===== src/rtl/arp_req_pkg.sv =====
// Shared types and helpers for the ARP request arbiter.
package arp_req_pkg;

  localparam int unsigned DEF_PORT_W = 4;
  localparam int unsigned DEF_IP_W   = 32;

  // Request record at the default field widths, for producers that use them.
  typedef struct packed {
    logic [DEF_PORT_W-1:0] netport;
    logic [DEF_IP_W-1:0]   ip;
  } arp_req_t;

  // Width of a source index; never narrower than one bit.
  function automatic int unsigned src_idx_w(input int unsigned n);
    return (n <= 1) ? 1 : $clog2(n);
  endfunction

endpackage


===== src/rtl/rr_arbiter.sv =====
// Combinational fixed-priority / round-robin grant selection.
module rr_arbiter
  import arp_req_pkg::*;
#(
  parameter int unsigned NUM_SRC = 2,
  parameter int unsigned RR_MODE = 1,
  localparam int unsigned SW = src_idx_w(NUM_SRC)
) (
  input  logic [NUM_SRC-1:0] i_req,
  input  logic [SW-1:0]      i_ptr,
  input  logic               i_en,
  output logic [NUM_SRC-1:0] o_gnt,
  output logic [SW-1:0]      o_idx,
  output logic               o_any
);

  // Scan candidates in priority order, starting after ptr in round-robin mode.
  always_comb begin
    logic [SW-1:0] cand;
    o_gnt = '0;
    o_idx = '0;
    o_any = 1'b0;
    cand  = '0;
    if (i_en) begin
      for (int unsigned k = 0; k < NUM_SRC; k++) begin
        if (RR_MODE != 0) cand = SW'((32'(i_ptr) + 32'd1 + k) % NUM_SRC);
        else              cand = SW'(k);
        if (!o_any && i_req[cand]) begin
          o_any       = 1'b1;
          o_gnt[cand] = 1'b1;
          o_idx       = cand;
        end
      end
    end
  end

endmodule


===== src/rtl/arp_req_arb.sv =====
// ARP request arbiter: per-source holding slots, arbitration, output register
// and duplicate suppression against the last accepted request.
module arp_req_arb
  import arp_req_pkg::*;
#(
  parameter int unsigned NUM_SRC = 2,
  parameter int unsigned PORT_W  = DEF_PORT_W,
  parameter int unsigned IP_W    = DEF_IP_W,
  parameter int unsigned RR_MODE = 1,
  parameter int unsigned HOLDOFF = 256,
  localparam int unsigned SW = src_idx_w(NUM_SRC)
) (
  input  logic                      clk,
  input  logic                      rst_n,
  input  logic [NUM_SRC-1:0]        rx_en,
  input  logic [NUM_SRC*PORT_W-1:0] rx_netport,
  input  logic [NUM_SRC*IP_W-1:0]   rx_ip,
  output logic [NUM_SRC-1:0]        rx_busy,
  output logic [NUM_SRC-1:0]        rx_drop,
  output logic                      dup_drop,
  output logic                      tx_req_en,
  input  logic                      tx_req_rdy,
  output logic [PORT_W-1:0]         tx_req_netport,
  output logic [IP_W-1:0]           tx_req_ip,
  output logic [SW-1:0]             tx_req_src
);

  localparam int unsigned HCW = (HOLDOFF < 2) ? 1 : $clog2(HOLDOFF + 1);

  logic [NUM_SRC-1:0]     r_full;
  logic [PORT_W-1:0]      r_slot_np [NUM_SRC];
  logic [IP_W-1:0]        r_slot_ip [NUM_SRC];
  logic [SW-1:0]          r_ptr;
  logic [HCW-1:0]         r_hcnt;
  logic [PORT_W+IP_W-1:0] r_last;

  logic                   w_free;
  logic                   w_accept;
  logic [NUM_SRC-1:0]     w_gnt;
  logic [SW-1:0]          w_gidx;
  logic                   w_any;
  logic                   w_dup;
  logic [NUM_SRC-1:0]     w_cap;
  logic [PORT_W-1:0]      w_gnp;
  logic [IP_W-1:0]        w_gip;

  assign w_accept = tx_req_en && tx_req_rdy;
  assign w_free   = !tx_req_en || tx_req_rdy;

  rr_arbiter #(
    .NUM_SRC (NUM_SRC),
    .RR_MODE (RR_MODE)
  ) u_arb (
    .i_req (r_full),
    .i_ptr (r_ptr),
    .i_en  (w_free),
    .o_gnt (w_gnt),
    .o_idx (w_gidx),
    .o_any (w_any)
  );

  // A slot being granted this cycle is free for a same-edge refill.
  assign rx_busy = r_full & ~w_gnt;
  assign w_cap   = rx_en & ~rx_busy;
  assign w_gnp   = r_slot_np[w_gidx];
  assign w_gip   = r_slot_ip[w_gidx];
  assign w_dup   = (HOLDOFF != 0) && (r_hcnt != '0) && ({w_gnp, w_gip} == r_last);

  // Slot capture and release; capture wins over release on a refill.
  always_ff @(posedge clk or negedge rst_n) begin
    if (!rst_n) begin
      r_full <= '0;
      for (int unsigned i = 0; i < NUM_SRC; i++) begin
        r_slot_np[i] <= '0;
        r_slot_ip[i] <= '0;
      end
    end else begin
      for (int unsigned i = 0; i < NUM_SRC; i++) begin
        if (w_cap[i]) begin
          r_full[i]    <= 1'b1;
          r_slot_np[i] <= rx_netport[i*PORT_W +: PORT_W];
          r_slot_ip[i] <= rx_ip[i*IP_W +: IP_W];
        end else if (w_gnt[i]) begin
          r_full[i] <= 1'b0;
        end
      end
    end
  end

  // Output register: load on a non-duplicate grant, clear to zero when drained.
  always_ff @(posedge clk or negedge rst_n) begin
    if (!rst_n) begin
      tx_req_en      <= 1'b0;
      tx_req_netport <= '0;
      tx_req_ip      <= '0;
      tx_req_src     <= '0;
    end else if (w_any && !w_dup) begin
      tx_req_en      <= 1'b1;
      tx_req_netport <= w_gnp;
      tx_req_ip      <= w_gip;
      tx_req_src     <= w_gidx;
    end else if (w_accept) begin
      tx_req_en      <= 1'b0;
      tx_req_netport <= '0;
      tx_req_ip      <= '0;
      tx_req_src     <= '0;
    end
  end

  // Round-robin pointer, hold-off window and last accepted request.
  always_ff @(posedge clk or negedge rst_n) begin
    if (!rst_n) begin
      r_ptr  <= SW'(NUM_SRC - 1);
      r_hcnt <= '0;
      r_last <= '0;
    end else begin
      if (RR_MODE != 0 && w_any) r_ptr <= w_gidx;
      if (w_accept) begin
        r_last <= {tx_req_netport, tx_req_ip};
        r_hcnt <= HCW'(HOLDOFF);
      end else if (r_hcnt != '0) begin
        r_hcnt <= r_hcnt - HCW'(1);
      end
    end
  end

  // Registered loss indications.
  always_ff @(posedge clk or negedge rst_n) begin
    if (!rst_n) begin
      rx_drop  <= '0;
      dup_drop <= 1'b0;
    end else begin
      rx_drop  <= rx_en & rx_busy;
      dup_drop <= w_any && w_dup;
    end
  end

endmodule


===== config.mk =====
export PLATFORM = sky130hd
export DESIGN_NAME = arp_req_arb
export DESIGN_NICKNAME = d
export VERILOG_FILES = /design/src/rtl/arp_req_pkg.sv /design/src/rtl/rr_arbiter.sv /design/src/rtl/arp_req_arb.sv
export SDC_FILE = /design/constraint.sdc
export NUM_CORES = 1
export LEC_CHECK = 0
export CORE_UTILIZATION = 58
export DETAILED_ROUTE_END_ITERATION = 16
export PLACE_DENSITY = 0.93
export SLEW_MARGIN = 5
export SYNTH_ARGS = -nofsm -noshare
export SYNTH_HDL_FRONTEND = slang
export SYNTH_SLANG_ARGS = --single-unit
export TNS_END_PERCENT = 5

===== constraint.sdc =====
create_clock -name clk -period 7.4 [get_ports clk]
set_input_delay 1.48 -clock clk [delete_from_list [all_inputs] [get_ports clk]]
set_output_delay 1.48 -clock clk [all_outputs]
set_load 0.005 [all_outputs]

# Yosys cells after proc, flatten, opt, wreduce, memory -nomap -nowiden
# Index checks and enable logic that the tools add are counted.
# Widths: inputs -> output; s select.
dict set report totals {
  elab_cells 87
  output_inout_bits 43
  register_bits 161
}
dict set report op_classes {
  n_mux 40
  order_cmp 5
  bitwise 7
  eq_ne 1
  n_reduce_logical 16
  addsub 3
}
# operator n
set op_table {}
lappend op_table {{$mux 32} 5}
lappend op_table {{$eq 36x36->1} 1}
lappend op_table {{$mux 1} 22}
lappend op_table {{$mux 4} 5}
lappend op_table {{$mux 9} 2}
lappend op_table {{$reduce_bool 9->1} 1}
lappend op_table {{$sub 9x1->9 const B} 1}
lappend op_table {{$mux 2} 4}
lappend op_table {{$reduce_bool 2->1} 4}
lappend op_table {{$logic_and 1x1->1} 7}
lappend op_table {{$and 2x2->2} 3}
lappend op_table {{$lt 1x2->1 const B} 2}
lappend op_table {{$not 2->2} 2}
lappend op_table {{$logic_not 1->1} 3}
lappend op_table {{$add 1x1->1 const B} 2}
lappend op_table {{$demux 1 s1} 2}
lappend op_table {{$ge 1x1->1 const B} 2}
lappend op_table {{$ge 2x2->1 const B} 1}
lappend op_table {{$not 1->2} 1}
lappend op_table {{$or 2x2->2} 1}
lappend op_table {{$logic_or 1x1->1} 1}

# Logic depth before layout (Yosys ltp)
dict set report depth {
  word_depth 20
  mapped_depth 13
  depth_no_buf 10
}

# Modules after synthesis
# Synthesis repeated with hierarchy kept, for this count alone.
dict set report unflattened {
  hier_cells 587
  area_unflattened_um2 7004.2
}
# mod cells_each seq_area_each_um2 area_each_um2 instances
set by_module_without_submodules {}
lappend by_module_without_submodules {arp_req_arb 580 4030.1 6970.4 1}
lappend by_module_without_submodules {rr_arbiter 7 0.0 33.8 1}

# Worst setup path after synthesis
# OpenSTA, ideal clock, no wires.
dict set report synth_timing {
  path_type {in2out}
  startpoint {input tx_req_rdy}
  endpoint {output rx_busy[1]}
  n_path_buf 2
  path_slack_ns 3.738
  cell_stages 6
  required_ns 5.920
  t_arrival_ns 2.182
  cell_sequence {nand2b_1 > buf_2 > nand3_1 > buf_2 > nand2_1 > inv_1}
}
dict set report synth_via {
  elab_chain_cells 4
}
# item line_no
set synth_rtl {}
lappend synth_rtl {{start: declaration} arp_req_arb.sv:22} ;# input logic tx_req_rdy,
lappend synth_rtl {{$logic_or 1x1->1} arp_req_arb.sv:48} ;# assign w_free = !tx_req_en || tx_req_rdy;
lappend synth_rtl {{$mux 2} rr_arbiter.sv:24} ;# if (i_en) begin
lappend synth_rtl {{$not 2->2} arp_req_arb.sv:63} ;# assign rx_busy = r_full & ~w_gnt;
lappend synth_rtl {{$and 2x2->2} arp_req_arb.sv:63}
lappend synth_rtl {{end: declaration} arp_req_arb.sv:18} ;# output logic [NUM_SRC-1:0] rx_busy,
# Every way passes these cells.

# Worst setup path after layout
# Ends and elaborated chain as after synthesis.

==> metrics.txt <==
outcome finished clean; Worst IR Drop VDD between 0.0002 and 0.0003 V; worst hold slack after final layout 517 ps; count of antenna diodes in the layout 0; Final Power 4.14 mW; Setup Crit Path Kind in2out; remaining number of nets flagged by the antenna check after routing 0; I/O Pins between 100 and 150; Leakage about 4.1 nW; Clock Skew 9.21 ps; first-pass GRT wire length between 30 and 40 mm; unrepaired setup endpoints after global routing false; most common cell type on the critical path clkdlybuf4s50_1; path category of the worst min-delay check reg2reg; pin count of the biggest net entering global routing 84; iteration count of the initial detailed-routing pass 5; starting utilization of the core area 59.7%; share of async-settable or async-resettable flops after synthesis between 90% and 100%; core area 12700 um2; highest achievable clock rate 188 MHz; port buffer count 119; normalized max-slew margin between 10% and 20%; number of global-route vias before repair about 6.3k; Critical Path Fanout Max 33; transition time of the tightest slew-check pin around 1200 ps; CTS H-tree depth 4; Clk Latency, worst-skew pair between 400 and 500 ps; biggest cell delay along the critical path just under 500 ps; cell row count 41; Total Neg Setup Slack 0 ps; post-synthesis register bit count approximately 160; total wirelength of the detailed-routed design roughly 21 mm; Clock Tree Root clkbuf_16; CTS sink cnt between 150 and 200; nets in the synthesized netlist ~780; proportion of layout cells with a drive suffix above 1 ~15%; slowest stage cell on the critical path clkdlybuf4s50_1; Netlist cell types 58; kind of start point of the critical path input pin; clock tree from TritonCTS yes; clk slew on worst S/H paths about 60 ps; crit-path cells clkdlybuf4s50_1 > nand2b_1 > nand3_1 > buf_4 > nand2_1 > inv_1 > clkdlybuf4s50_1; Critical path buffers and inverters 4; nets@finish approximately 890; number of buffers inserted by post-CTS setup repair 0; min cycle time layout 5320 ps; Max-cap violations 0; total congestion overflow 0; Num CTS Buffers 17; share of synthesized area occupied by flip-flops and latches 53.3%; average instance area after synthesis 10.8 um2; Post-Syn Instances 703; Synthesis Warnings 0; EDFF count, synth 0; combined global-route utilization of all metal layers between 30% and 40%; final count of hold timing violations 0; signed area change from the synthesized netlist to the final layout 24.4%; share of the core filled with cells around 74%; die boundary width about 120 um; required time reported for the critical path endpoint a little under 6000 ps; dominant register cell in the synthesized netlist dfrtp_1; average wire length per cell after detail routing roughly 21 um; iteration-0 DRC count of the detailed router approximately 650; Via density between 6 and 7; clock tree buffer depth 2; antenna violations before repair 0; period utilization a little under three quarters; total of hold buffers inserted after clock tree synthesis 0; Top Family by Delay on Critical Path buffers and inverters; Max Transition Viols Final 0; power per cell area about 440 nW/um2; number of failing setup endpoints in the final timing report 0; arrival time worst endpoint around 3800 ps; Worst Setup End Kind primary output; DIE AREA approximately 13000 um2; global placer's final weighted congestion 0.923; cell area after synthesis 7560 um2; detailed-placement wirelength estimate between 10 and 15 mm; height of the chip ~120 um; total number of vias ~6.2k; # DRC 0; Resize count post-CTS 0
==> logic make-up after synthesis <==
kind of cell             share of synthesized area, %
AND/OR/NAND/NOR                                  13.7
flip-flops                                       53.3
AO/OA/AOI/OAI                                    11.9
multiplexers                                     13.3
buffers and inverters                            4.17
XOR/XNOR                                         3.47
adder cells (fa/ha/maj)                         0.165
==> power by group <==
part / internal [mW] / total (mW) / switching [mW]
sequential: 1.28 / 1.74 / 0.459
combinational: 0.796 / 1.54 / 0.744
clock: 0.510 / 0.857 / 0.347
==> cell usage in the layout, fill, tap and decap left out, drive strengths merged, types with 3 or more instances in the layout <==
cell type,synthesis,layout
clkbuf,26,21
nand2b,22,22
nand3b,6,6
a2111oi,5,5
clkdlybuf4s50,0,118
nand4,5,5
inv,30,30
a222oi,4,4
xor2,12,12
o2bb2ai,4,4
clkinv,0,5
clkinvlp,0,3
nand2,150,150
nand3,6,6
xnor2,18,18
and2,4,4
buf,15,9
nor4,6,6
a32oi,3,3
nor3,4,4
o2111ai,3,3
mux2,73,73
o21ai,21,21
a21oi,31,31
mux2i,18,18
a32o,28,28
o221ai,5,5
nor2,14,14
dfrtp,160,160
==> metal layers <==
metal	part of all wire (%)	vias up	track usage [%]
li1	-	2673	-
met1	39	3097	42.2
met2	50	342	54.9
met3	7.1	59	6.95
met4	3.6	0	14.0
met5	0	-	0
==> synth_stat cells (5+ instances only) <==
master,number,area (um2)
nand3b_1,6,45.0
a21oi_1,31,155
inv_1,29,109
buf_2,6,30.0
dfrtp_1,160,4000
xor2_1,12,105
nand2b_1,22,138
o221ai_1,5,43.8
o21ai_0,20,100
clkbuf_1,26,97.6
buf_6,5,56.3
a32o_1,28,280
mux2_2,73,822
nand3_1,6,30.0
xnor2_1,18,158
nand2_1,150,563
nor2_1,14,52.6
nor4_1,6,37.5
mux2i_1,18,180
==> per-stage QoR <==
step | area [um2] | cells | setup slack (ps)
5_1_grt | 9410 | 992 | 1910
3_5_place_dp | 8830 | 961 | 1890
2_1_floorplan | 7560 | 703 | 3740
6_report | 9410 | 992 | 2080
3_3_place_gp | 8830 | 961 | 2130
4_1_cts | 9410 | 992 | 2150
==> worst reg2reg max path: stages, from the launching register on <==
cell and delay [ps]:
dfrtp_1 550, inv_2 130, nor3_4 180, buf_4 510, mux2i_1 370, o2111ai_1 130
a2111oi_1 480, nand4_2 800, nand2b_1 370, buf_4 320, mux2i_1 290
==> worst paths after layout <==
path                         startpoint             to  slack, ps  cells after the start
min reg2reg                tx_req_ip[3]      r_last[3]        520                      2
max                          tx_req_rdy     rx_busy[1]       2080                      7
min                        tx_req_ip[3]      r_last[3]        520                      2
max reg2reg                   r_full[1]   tx_req_ip[2]       3160                     10
max in group asynchronous         rst_n      r_last[8]       4780                      2
min in group asynchronous         rst_n  r_slot_ip[44]       1070                      1
==> cell type report <==
class	instances	area [um2]
clock inverter	10	111
fill	844	3260
multi-input combinational	471	3220
tap	172	215
inverter	30	113
sequential	161	4030
timing repair buffer	127	1250
clock buffer	21	460
==> flip-flops by register name (all words and copies together) (netlist names) <==
| register | flops |
|---|---|
| tx_req_netport | 4 |
| r_hcnt | 9 |
| dup_drop | 1 |
| r_full | 2 |
| rx_drop | 2 |
| tx_req_src | 1 |
| r_ptr | 1 |
| tx_req_ip | 32 |
| r_last | 36 |
| r_slot_np | 8 |
| tx_req_en | 1 |
| r_slot_ip | 64 |
(Power assumes the default switching activity.)
